==> config.mk <==
export PLATFORM = sky130hd
export DESIGN_NAME = param_controller
export DESIGN_NICKNAME = d
export VERILOG_FILES = /design/src/rtl/param_controller.sv
export SDC_FILE = /design/constraint.sdc
export NUM_CORES = 1
export LEC_CHECK = 0
export BUFFER_PORTS_ARGS = -buffer_cell sky130_fd_sc_hd__buf_2
export CORE_MARGIN = 2
export CORE_UTILIZATION = 43
export CTS_CLUSTER_DIAMETER = 200
export DETAILED_ROUTE_END_ITERATION = 10
export PLACE_DENSITY = 0.65
export SYNTH_ARGS = -nofsm -noshare
export SYNTH_HDL_FRONTEND = slang
export SYNTH_SLANG_ARGS = --single-unit
==> constraint.sdc <==
create_clock -name clk -period 5.1 [get_ports clk]
set_input_delay 1.02 -clock clk [delete_from_list [all_inputs] [get_ports clk]]
set_output_delay 1.02 -clock clk [all_outputs]
set_load 0.02 [all_outputs]
==> src/rtl/param_controller.sv <==
// Parameter/command controller: decodes inbound UART messages, keeps the run flag and the
// parameter channels, and merges all responses into one ordered FIFO. PARAM_READBACK_EN enables PARAM_RD.
module param_controller #(
  parameter int HDR_W      = 8,
  parameter int PAY_W      = 64,
  parameter int NUM_PARAMS = 4,
  parameter int RESP_DEPTH = 4,
  parameter logic [NUM_PARAMS*PAY_W-1:0] PARAM_DEFAULTS = '0
) (
  input  logic                        clk,
  input  logic                        n_reset,
  input  logic                        uart_in_avail,
  input  logic                        uart_in_full,
  output logic                        uart_in_req,
  input  logic [HDR_W+PAY_W-1:0]      uart_in_msg,
  input  logic                        uart_out_ready,
  output logic                        uart_out_req,
  output logic [HDR_W+PAY_W-1:0]      uart_out_msg,
  input  logic                        mem_valid,
  input  logic [PAY_W-1:0]            mem_received_num,
  output logic                        mem_ack,
  input  logic                        mem_overrun,
  output logic                        mem_replace_valid,
  output logic [PAY_W-1:0]            mem_replace_num,
  output logic [NUM_PARAMS*PAY_W-1:0] params,
  output logic                        run
);

  localparam int MSG_W = HDR_W + PAY_W;
  localparam int PTR_W = $clog2(RESP_DEPTH);
  localparam int CNT_W = PTR_W + 1;
  localparam int IDX_W = (NUM_PARAMS > 1) ? $clog2(NUM_PARAMS) : 1;

  localparam logic [HDR_W-1:0] H_SYS      = HDR_W'(8'h01);
  localparam logic [HDR_W-1:0] H_REP      = HDR_W'(8'h02);
  localparam logic [HDR_W-1:0] H_ACK      = HDR_W'(8'h80);
  localparam logic [HDR_W-1:0] H_RECV     = HDR_W'(8'h81);
  localparam logic [HDR_W-1:0] H_ERR_INV  = HDR_W'(8'hF0);
  localparam logic [HDR_W-1:0] H_ERR_RUN  = HDR_W'(8'hF1);
  localparam logic [HDR_W-1:0] H_ERR_FULL = HDR_W'(8'hF2);
  localparam logic [HDR_W-1:0] H_ERR_OVR  = HDR_W'(8'hF3);
`ifdef PARAM_READBACK_EN
  localparam logic [HDR_W-1:0] H_PVAL     = HDR_W'(8'h82);
`endif

  typedef enum logic [1:0] {S_IDLE, S_REQ, S_CAPTURE, S_EXEC} state_t;

  state_t             state_q;
  logic [MSG_W-1:0]   msg_q;
  logic               run_q;
  logic [PAY_W-1:0]   params_q [NUM_PARAMS];
  logic               ovr_prev_q, full_prev_q;
  logic               ovr_pend_q, full_pend_q;
  logic               mem_ack_q, uart_in_req_q, uart_out_req_q, mem_replace_valid_q;
  logic [MSG_W-1:0]   uart_out_msg_q;
  logic [PAY_W-1:0]   mem_replace_num_q;
  logic [MSG_W-1:0]   fifo_mem [RESP_DEPTH];
  logic [PTR_W-1:0]   wr_ptr_q, rd_ptr_q;
  logic [CNT_W-1:0]   count_q;

  logic ovr_edge, full_edge, ovr_want, full_want, mem_want, exec_want;
  logic pop, space, push;
  logic grant_ovr, grant_full, grant_mem, grant_exec;
  logic [HDR_W-1:0] hdr;
  logic [PAY_W-1:0] pay, echo;
  logic [IDX_W-1:0] idx;
  logic is_sys, is_rep, is_wr;
  logic [MSG_W-1:0] exec_resp, push_data;

  // A source counts as requesting on the very edge it rises, so it outranks a same-cycle RECEIVED_NUM.
  assign ovr_edge  = mem_overrun & ~ovr_prev_q;
  assign full_edge = uart_in_full & ~full_prev_q;
  assign ovr_want  = ovr_pend_q | ovr_edge;
  assign full_want = full_pend_q | full_edge;
  assign mem_want  = mem_valid & ~mem_ack_q;
  assign exec_want = (state_q == S_EXEC);

  assign pop   = (count_q != '0) & uart_out_ready;
  assign space = (count_q != CNT_W'(RESP_DEPTH)) | pop;

  assign grant_ovr  = space & ovr_want;
  assign grant_full = space & full_want & ~ovr_want;
  assign grant_mem  = space & mem_want & ~ovr_want & ~full_want;
  assign grant_exec = space & exec_want & ~ovr_want & ~full_want & ~mem_want;
  assign push       = grant_ovr | grant_full | grant_mem | grant_exec;

  assign hdr    = msg_q[HDR_W-1:0];
  assign pay    = msg_q[MSG_W-1:HDR_W];
  assign echo   = msg_q[PAY_W-1:0];
  assign idx    = msg_q[IDX_W-1:0];
  assign is_sys = (hdr == H_SYS);
  assign is_rep = (hdr == H_REP);
  assign is_wr  = (hdr[HDR_W-1:4] == (HDR_W-4)'(1)) && (32'(hdr[3:0]) < NUM_PARAMS);

  always_comb begin
    exec_resp = {echo, H_ERR_INV};
    if (is_sys || is_rep) begin
      exec_resp = {echo, H_ACK};
    end else if (is_wr) begin
      exec_resp = run_q ? {echo, H_ERR_RUN} : {echo, H_ACK};
    end
`ifdef PARAM_READBACK_EN
    else if ((hdr[HDR_W-1:4] == (HDR_W-4)'(2)) && (32'(hdr[3:0]) < NUM_PARAMS)) begin
      exec_resp = {params_q[idx], H_PVAL};
    end
`endif
  end

  always_comb begin
    push_data = exec_resp;
    if (grant_ovr)       push_data = {{PAY_W{1'b0}}, H_ERR_OVR};
    else if (grant_full) push_data = {{PAY_W{1'b0}}, H_ERR_FULL};
    else if (grant_mem)  push_data = {mem_received_num, H_RECV};
  end

  always_ff @(posedge clk) begin
    if (push) fifo_mem[wr_ptr_q] <= push_data;
  end

  always_ff @(posedge clk or negedge n_reset) begin
    if (!n_reset) begin
      state_q             <= S_IDLE;
      msg_q               <= '0;
      run_q               <= 1'b0;
      for (int i = 0; i < NUM_PARAMS; i++) params_q[i] <= PARAM_DEFAULTS[i*PAY_W +: PAY_W];
      ovr_prev_q          <= 1'b1;
      full_prev_q         <= 1'b1;
      ovr_pend_q          <= 1'b0;
      full_pend_q         <= 1'b0;
      mem_ack_q           <= 1'b0;
      uart_in_req_q       <= 1'b0;
      uart_out_req_q      <= 1'b0;
      uart_out_msg_q      <= '0;
      mem_replace_valid_q <= 1'b0;
      mem_replace_num_q   <= '0;
      wr_ptr_q            <= '0;
      rd_ptr_q            <= '0;
      count_q             <= '0;
    end else begin
      uart_in_req_q       <= 1'b0;
      mem_replace_valid_q <= 1'b0;
      mem_ack_q           <= grant_mem;
      uart_out_req_q      <= pop;
      if (pop) uart_out_msg_q <= fifo_mem[rd_ptr_q];
      ovr_prev_q  <= mem_overrun;
      full_prev_q <= uart_in_full;
      ovr_pend_q  <= ovr_want & ~grant_ovr;
      full_pend_q <= full_want & ~grant_full;
      if (push) wr_ptr_q <= wr_ptr_q + PTR_W'(1);
      if (pop)  rd_ptr_q <= rd_ptr_q + PTR_W'(1);
      case ({push, pop})
        2'b10:   count_q <= count_q + CNT_W'(1);
        2'b01:   count_q <= count_q - CNT_W'(1);
        default: count_q <= count_q;
      endcase

      case (state_q)
        S_IDLE: begin
          if (uart_in_avail && space && !ovr_want && !full_want && !mem_want) begin
            state_q       <= S_REQ;
            uart_in_req_q <= 1'b1;
          end
        end
        S_REQ:     state_q <= S_CAPTURE;
        S_CAPTURE: begin
          msg_q   <= uart_in_msg;
          state_q <= S_EXEC;
        end
        S_EXEC: begin
          // Side effects are applied only on the edge the response actually enters the FIFO.
          if (grant_exec) begin
            state_q <= S_IDLE;
            if (is_sys) run_q <= pay[0];
            if (is_rep) begin
              mem_replace_valid_q <= 1'b1;
              mem_replace_num_q   <= pay;
            end
            for (int i = 0; i < NUM_PARAMS; i++) begin
              if (is_wr && !run_q && (idx == IDX_W'(i))) params_q[i] <= pay;
            end
          end
        end
        default: state_q <= S_IDLE;
      endcase

      if (ovr_edge || full_edge) run_q <= 1'b0;
    end
  end

  for (genvar gi = 0; gi < NUM_PARAMS; gi++) begin : g_params
    assign params[gi*PAY_W +: PAY_W] = params_q[gi];
  end

  assign uart_in_req       = uart_in_req_q;
  assign uart_out_req      = uart_out_req_q;
  assign uart_out_msg      = uart_out_msg_q;
  assign mem_ack           = mem_ack_q;
  assign mem_replace_valid = mem_replace_valid_q;
  assign mem_replace_num   = mem_replace_num_q;
  assign run               = run_q;

endmodule

==> metrics.md, run 1 <==
| Metric | Value |
|---|---|
| Outcome | `complete, no violations` |
| Global-route wire length before repair | `117000 µm` |
| Count leader, synth | `dfrtp_1` |
| Share of layout cells above drive strength 1 | `0.489` |
| WP data required | `5.49 ns` |
| Worst slew pin tran | `1.18 ns` |
| Worst stage delay on the critical path | `0.56 ns` |
| TritonRoute pass-1 iters | `6` |
| Port Buffers | `537` |
| Top Ports | `540` |
| Pwr Density | `584 mW/mm²` |
| Post-synthesis register bit count | `746` |
| Worst path arrival time | `3.54 ns` |
| EDFF count, synth | `268` |
| Crit start category | `input pin` |
| VDD IR-drop max | `369 µV` |
| Synth Cell Area | `0.0286 mm²` |
| GRT Total Usage | `0.231` |
| Core area | `0.0659 mm²` |
| CTS H-tree depth | `3` |
| Netlist cell types | `43` |
| CTS Buf Count | `77` |
| Die Span Y | `262 µm` |
| DPL Wire Length | `53800 µm` |
| Area contributors post-synth | `dfrtp_1, edfxtp_1, mux2_2, mux4_2, nand2_1` |
| Critical Path, Cell by Cell | `buf_2 > nor2b_1 > nor4_2 > nand3_2 > inv_2 > buf_4 > nand2_1 > a21oi_1` |
| Top cell type by total area after synthesis | `dfrtp_1` |
| Max_cap viols | `0` |
| Register-to-register setup slack | `2.05 ns` |
| Crit path kind | `input pin to flip-flop` |
| Fmax | `0.318 GHz` |
| RSZ-0062 raised after global routing | `no` |
| Cell Rows | `94` |
| Initial Util | `0.435` |
| Gp weighted congestion | `0.832` |
| Routed len/inst | `24.4 µm` |
| Pin count of the biggest net entering global routing | `121` |
| Rel. slew slack | `0.210` |
| Clk_skew | `0.0171 ns` |
| Pre-CTS WS | `1.38 ns` |
| Mapped Avg Cell Area | `16.1 µm²` |
| Post_cts resized | `0` |
| Slowest stage cell, crit path | `nand3_2` |
| Syn Inst Count | `1781` |
| Post-CTS setup buffers | `0` |
| Hold WC Path Type | `input pin to asynchronous set/reset pin` |
| Met2 wire length | `38300 µm` |
| Lkg Pwr | `0.0170 µW` |
| Share of synthesized registers carrying an async set or reset | `0.641` |
| CP Max Fanout | `30` |
| Total power draw | `20500 µW` |
| Main synth FF type | `dfrtp_1` |
| CTS tree | `done` |
| TritonCTS Sinks | `746` |
| Root buf cell | `clkbuf_16` |
| Setup TNS | `0 ns` |
| # hold bufs at CTS | `0` |
| Nets | `2484` |
| Routed length on met3 | `5810 µm` |
| Worst setup EP type | `flip-flop` |
| Routed wire length | `79900 µm` |
| CTS clk-pin slew, worst paths | `0.06 ns` |
| Final std cells w/o fill | `3271` |
| Top cells by count, synth | `dfrtp_1, mux2_2, nand2_1` |
| Crit path time final | `3.15 ns` |
| GRT overflow | `0` |
| Synth warn | `0` |
| Final Max Slew Viols | `0` |
| P&R area growth vs syn | `22.4%` |
| Antenna viol nets, final | `0` |
| Die area | `0.0687 mm²` |
| Number of setup violations in the final report | `0` |
| Period utilization | `0.617` |
| Setup ws final | `1.95 ns` |
| Wl on met1 | `33300 µm` |
| DRC marker count from the first detailed-route iteration | `1222` |
| DRC viols | `0` |
| Cells after DPL | `3116` |
| Total number of vias | `17300` |
| Antenna violations before repair | `15` |
| Via/cell ratio | `5.30` |
| Register area share after synthesis | `0.699` |
| Clk buf depth | `3` |
| Final Hold Vio Count | `0` |
| Highest metal used | `met5` |
| Vias in the first global route | `17900` |
| Die Wd | `262 µm` |
| Synth top area share | `0.416` |
| Worst-skew pair later-pin latency | `0.62 ns` |
| Fin Hold WS | `0.458 ns` |
[metrics by stage]
stage	utilization	instance area, µm²
global placement	0.491	32300
detailed placement	0.491	32300
CTS	0.532	35000
floorplan	-	28600
finish	0.532	35000
global route	0.532	35000
[layer usage]
metal / GRT usage / vias up
met3: 0.0570 / 135
met2: 0.360 / 611
met1: 0.316 / 9092
met4: 0.0865 / 4
met5: 0 / -
li1: - / 7483
[kinds of logic after synthesis]
family          share of synthesized area
mux                                 0.209
other cells                      0.000131
simple gates                       0.0537
xor+xnor                          0.00184
buf+inv                            0.0182
compound gates                     0.0134
fa+ha+maj                         0.00463
flops                               0.699
[critical path: cells and delay by family]
family | cells | cell delay, ns
simple gates | 4 | 1.39
compound gates | 1 | 0.31
buf+inv | 3 | 0.79
[area by class of cell]
class,instances,area [µm²]
fillers,5506,30800
flip-flops and latches,746,20000
multi-input cells,929,8170
repair buffers,565,3030
clock buffers,108,2280
well taps,864,1080
clock inverters,34,387
inverters,12,45.0
diodes,13,32.5
[registers in the layout (all words and copies together) (netlist names), 2 cells and up]
signal / count
msg_q: 72
wr_ptr_q: 2
count_q: 3
fifo_mem: 268
state_q: 2
uart_out_msg: 68
params: 256
rd_ptr_q: 2
mem_replace_num: 64
[path summary, 6_finish.rpt]
check | end | depth (start not counted) | from
worst max register to register | fifo_mem[1][42]$_DFFE_PP_ | 7 | full_prev_q$_DFF_PN1_
worst min-delay path | params[69]$_DFFE_PN0P_ | 1 | n_reset
max in group asynchronous | rd_ptr_q[0]$_DFFE_PN0P_ | 2 | n_reset
worst min register to register | uart_out_msg[7]$_DFFE_PN0P_ | 1 | uart_out_msg[7]$_DFFE_PN0P_
min in group clk | uart_out_msg[7]$_DFFE_PN0P_ | 1 | uart_out_msg[7]$_DFFE_PN0P_
worst max-delay path | fifo_mem[1][42]$_DFFE_PP_ | 8 | uart_in_full
[report_power, final]
group / switching, µW / leakage (µW) / internal, µW
sequential: 1450 / 0.00889 / 8220
clock: 2350 / 0.00131 / 3490
combinational: 2920 / 0.00678 / 2030
[cell usage in the layout (no fill, tap or decap), types with 2 or more instances in the layout]
master and n:
buf_2 536, dfrtp_1 474, mux2_2 374, nand2_1 335, edfxtp_1 268, clkbuf_16 81, mux4_2 67, a21oi_1 65
buf_4 18, clkinv_2 15, clkbuf_8 15, diode_2 13, nor2_1 11, clkbuf_1 11, inv_1 10, mux2_4 10
buf_12 10, mux2_1 9, ha_1 8, bufinv_16 7, nor2b_1 6, clkinvlp_4 5, xnor2_1 4, and2_2 4
nand2_4 3, nand4b_1 3, o21ai_0 3, mux2i_1 2, xor2_1 2, inv_2 2, nor4_2 2, o22ai_1 2
conb_1 2, clkinv_8 2, inv_6 2, clkinv_1 2, dfstp_2 2
Note: power is estimated with default switching activity, not from simulation.
==> inputs of run 2 (changes only) <==
--- a/config.mk
+++ b/config.mk
@@ -5,12 +5,13 @@
 export SDC_FILE = /design/constraint.sdc
 export NUM_CORES = 1
 export LEC_CHECK = 0
+export ABC_AREA = 1
 export BUFFER_PORTS_ARGS = -buffer_cell sky130_fd_sc_hd__buf_2
 export CORE_MARGIN = 2
 export CORE_UTILIZATION = 43
 export CTS_CLUSTER_DIAMETER = 200
 export DETAILED_ROUTE_END_ITERATION = 10
-export PLACE_DENSITY = 0.65
+export PLACE_DENSITY = 0.68
 export SYNTH_ARGS = -nofsm -noshare
 export SYNTH_HDL_FRONTEND = slang
 export SYNTH_SLANG_ARGS = --single-unit
==> constraint.sdc (replaced) <==
create_clock -name clk -period 2.6 [get_ports clk]
set_input_delay 0.52 -clock clk [delete_from_list [all_inputs] [get_ports clk]]
set_output_delay 0.52 -clock clk [all_outputs]
set_load 0.02 [all_outputs]
==> run 2 against run 1 <==
Via count grew 22%; cell area grew 1.5%; clock skew grew 0.012 ns; core utilization shrank 0.33 points; sequential power grew 83%; sequential share of layout area shrank 0.86 points; combinational power grew 140%; flip-flop and latch count is the same; synthesized cell count grew 48%; global-route usage grew 0.69 points.
==> metrics.md, run 2 <==
| Metric | Value |
|---|---|
| Outcome | `complete, no violations` |
| RSZ-0062 raised after global routing | `no` |
| DRC marker count from the first detailed-route iteration | `1730` |
| Syn Inst Count | `2641` |
| Synth warn | `0` |
| Max_cap viols | `0` |
| CTS H-tree depth | `3` |
| Share of layout cells above drive strength 1 | `0.275` |
| Mapped Avg Cell Area | `11.1 µm²` |
| Die Wd | `265 µm` |
| Largest register FFs | `268` |
| TritonRoute pass-1 iters | `5` |
| CP Max Fanout | `29` |
| Final core utilization | `0.529` |
| Number of setup violations in the final report | `0` |
| Initial Util | `0.435` |
| Rel. slew slack | `0.406` |
| Share of synthesized registers carrying an async set or reset | `0.641` |
| RR Endpoint | `fifo_mem[1][20]$_DFFE_PP_` |
| Clk_skew | `0.0288 ns` |
| Worst-skew pair later-pin latency | `0.62 ns` |
| Nets | `3306` |
| CTS Buf Count | `77` |
| Clk buf depth | `3` |
| Crit path time final | `2.47 ns` |
| Die area | `0.0702 mm²` |
| Setup TNS | `0 ns` |
| Antenna violations before repair | `9` |
| Critical path startpoint | `state_q[1]$_DFFE_PN0P_` |
| Register area share after synthesis | `0.684` |
| Root buf cell | `clkbuf_16` |
| Netlist cell types | `35` |
| Routed wire length | `84300 µm` |
| Cell Rows | `95` |
| Port Buffers | `537` |
| DRC viols | `0` |
| Crit start category | `flip-flop` |
| Total number of vias | `21100` |
| GRT Total Usage | `0.238` |
| Synth Cell Area | `0.0293 mm²` |
| DPL Wire Length | `57000 µm` |
| WP data required | `2.90 ns` |
| P&R area growth vs syn | `21.6%` |
| Hold WC Path Type | `input pin to flip-flop` |
| Crit path kind | `flip-flop to flip-flop` |
| GRT overflow | `0` |
| Synth top area share | `0.407` |
| R2r worst-path depth | `9` |
| Final Hold Vio Count | `0` |
| Period utilization | `0.949` |
| Top Ports | `540` |
| Most flop-heavy register | `fifo_mem` |
| EDFF count, synth | `268` |
| Top cell type by total area after synthesis | `dfrtp_1` |
| Register-to-register setup slack | `0.13 ns` |
| CTS clk-pin slew, worst paths | `0.06 ns` |
| Fmax | `0.405 GHz` |
| Area contributors post-synth | `dfrtp_1, edfxtp_1, nor2_1, nand2_1, o21ai_0` |
| Antenna viol nets, final | `0` |
| Routed len/inst | `20.6 µm` |
| Vias in the first global route | `20300` |
| Reg-to-reg critical path startpoint | `state_q[1]$_DFFE_PN0P_` |
| Global-route wire length before repair | `127000 µm` |
| Final Max Slew Viols | `0` |
| Count leader, synth | `nor2_1` |
| VDD IR-drop max | `668 µV` |
| Top cells by count, synth | `nor2_1, dfrtp_1, nand2_1` |
| Pwr Density | `1160 mW/mm²` |
| CTS tree | `done` |
| Main synth FF type | `dfrtp_1` |
| Commonest cells after routing, fill and taps aside | `buf_2, nor2_1, dfrtp_1` |
| Gp weighted congestion | `0.848` |
| Core area | `0.0673 mm²` |
| Worst path arrival time | `2.77 ns` |
| Pre-CTS WS | `-0.0633 ns` |
| Via/cell ratio | `5.15` |
| TritonCTS Sinks | `746` |
| Post-synthesis register bit count | `746` |
| Die Span Y | `265 µm` |
| Worst slew pin tran | `0.890 ns` |
| Lkg Pwr | `0.0163 µW` |
| Setup crit end | `fifo_mem[1][20]$_DFFE_PP_` |
| Setup ws final | `0.133 ns` |
| Post-CTS setup buffers | `0` |
| Worst setup EP type | `flip-flop` |
| Pin count of the biggest net entering global routing | `139` |
| Commonest non-fill, non-tap cell in the layout | `buf_2` |
## run 2: changes by cell type in the layout (fill, tap and decap cells not counted), sizes merged, moves of 7 or more
cell	before	now
o21ai	3	590
nor2	12	489
mux2	393	0
nand2	338	445
inv	15	101
a31oi	0	67
mux4	67	0
a21oi	65	5
buf	565	597
nand3	2	10
clkbuf	108	115
## run 2: how the worst min path moves through the flow
stage,startpoint,endpoint,slack [ns],cells after the start
2_1_floorplan,n_reset,count_q[0]$_DFFE_PN0P_,0.22,0
3_3_place_gp,n_reset,uart_out_msg[25]$_DFFE_PN0P_,0.40,1
3_5_place_dp,n_reset,uart_out_msg[25]$_DFFE_PN0P_,0.41,1
4_1_cts,uart_in_msg[0],msg_q[0]$_DFFE_PN0P_,0.07,3
5_1_grt,uart_in_msg[46],msg_q[46]$_DFFE_PN0P_,0.09,3
6_report,uart_in_msg[42],msg_q[42]$_DFFE_PN0P_,0.10,3
## run 2: logic make-up (layout without fill, tap and decap cells)
logic type,Yosys count,in the layout,share of synthesized area
AO/OA/AOI/OAI,662,662,0.132
XOR/XNOR,4,4,0.00120
adder cells (fa/ha/maj),10,10,0.00453
buffers and inverters,269,842,0.0534
flip-flops,746,746,0.684
other,1,9,0.000128
AND/OR/NAND/NOR,949,950,0.125
## run 2: report_power, final
part           switching (µW)  leakage, µW  total [µW]  internal [µW]
Clock                    4610      0.00133       11700           7050
Combinational            8540      0.00607       11800           3260
Sequential               1630      0.00888       17700          16100
Total                   14800       0.0163       41100          26400
## run 2: metrics by stage
| step | hold WS, ns | area [µm²] | cells | power [µW] |
|---|---|---|---|---|
| after floorplan | 0.224 | 29300 | 2642 | 24700 |
| after global placement | 0.404 | 32800 | 3943 | 29400 |
| after detailed placement | 0.406 | 32800 | 3943 | 29700 |
| after CTS | 0.0673 | 35600 | 4088 | 41400 |
| after global routing | 0.0908 | 35600 | 4094 | 43400 |
| final | 0.103 | 35600 | 4096 | 41100 |
## run 2: what timing repair did
action                                  CTS  global route
hold buffers                              3             0
endpoints found under the setup margin    0            41
gates resized for setup                   0             2
endpoints found under the hold margin    20             0
## run 2: area by class of cell
cell class / instances / area [µm²]
Sequential cell: 746 / 20000
Clock inverter: 27 / 382
Antenna cell: 7 / 17.5
Timing Repair Buffer: 600 / 3540
Tap cell: 873 / 1090
Fill cell: 5897 / 31700
Inverter: 100 / 378
Clock buffer: 115 / 2340
Multi-Input combinational cell: 1628 / 7810
## run 2: critical path, stage by stage (launching register included)
cell and delay, ns:
dfrtp_1 0.43, ha_1 0.21, nand2_1 0.08, nor2_1 0.15, nor2_1 0.10, nand2_4 0.09, inv_4 0.06, buf_4 0.16
nor2_4 0.54, buf_12 0.30
## run 2: routing by layer
metal	track usage	wire, µm	vias to the layer above
li1	-	-	9902
met5	0	24	-
met2	0.357	38500	798
met3	0.0493	6250	150
met1	0.341	36700	10200
met4	0.0934	2830	4
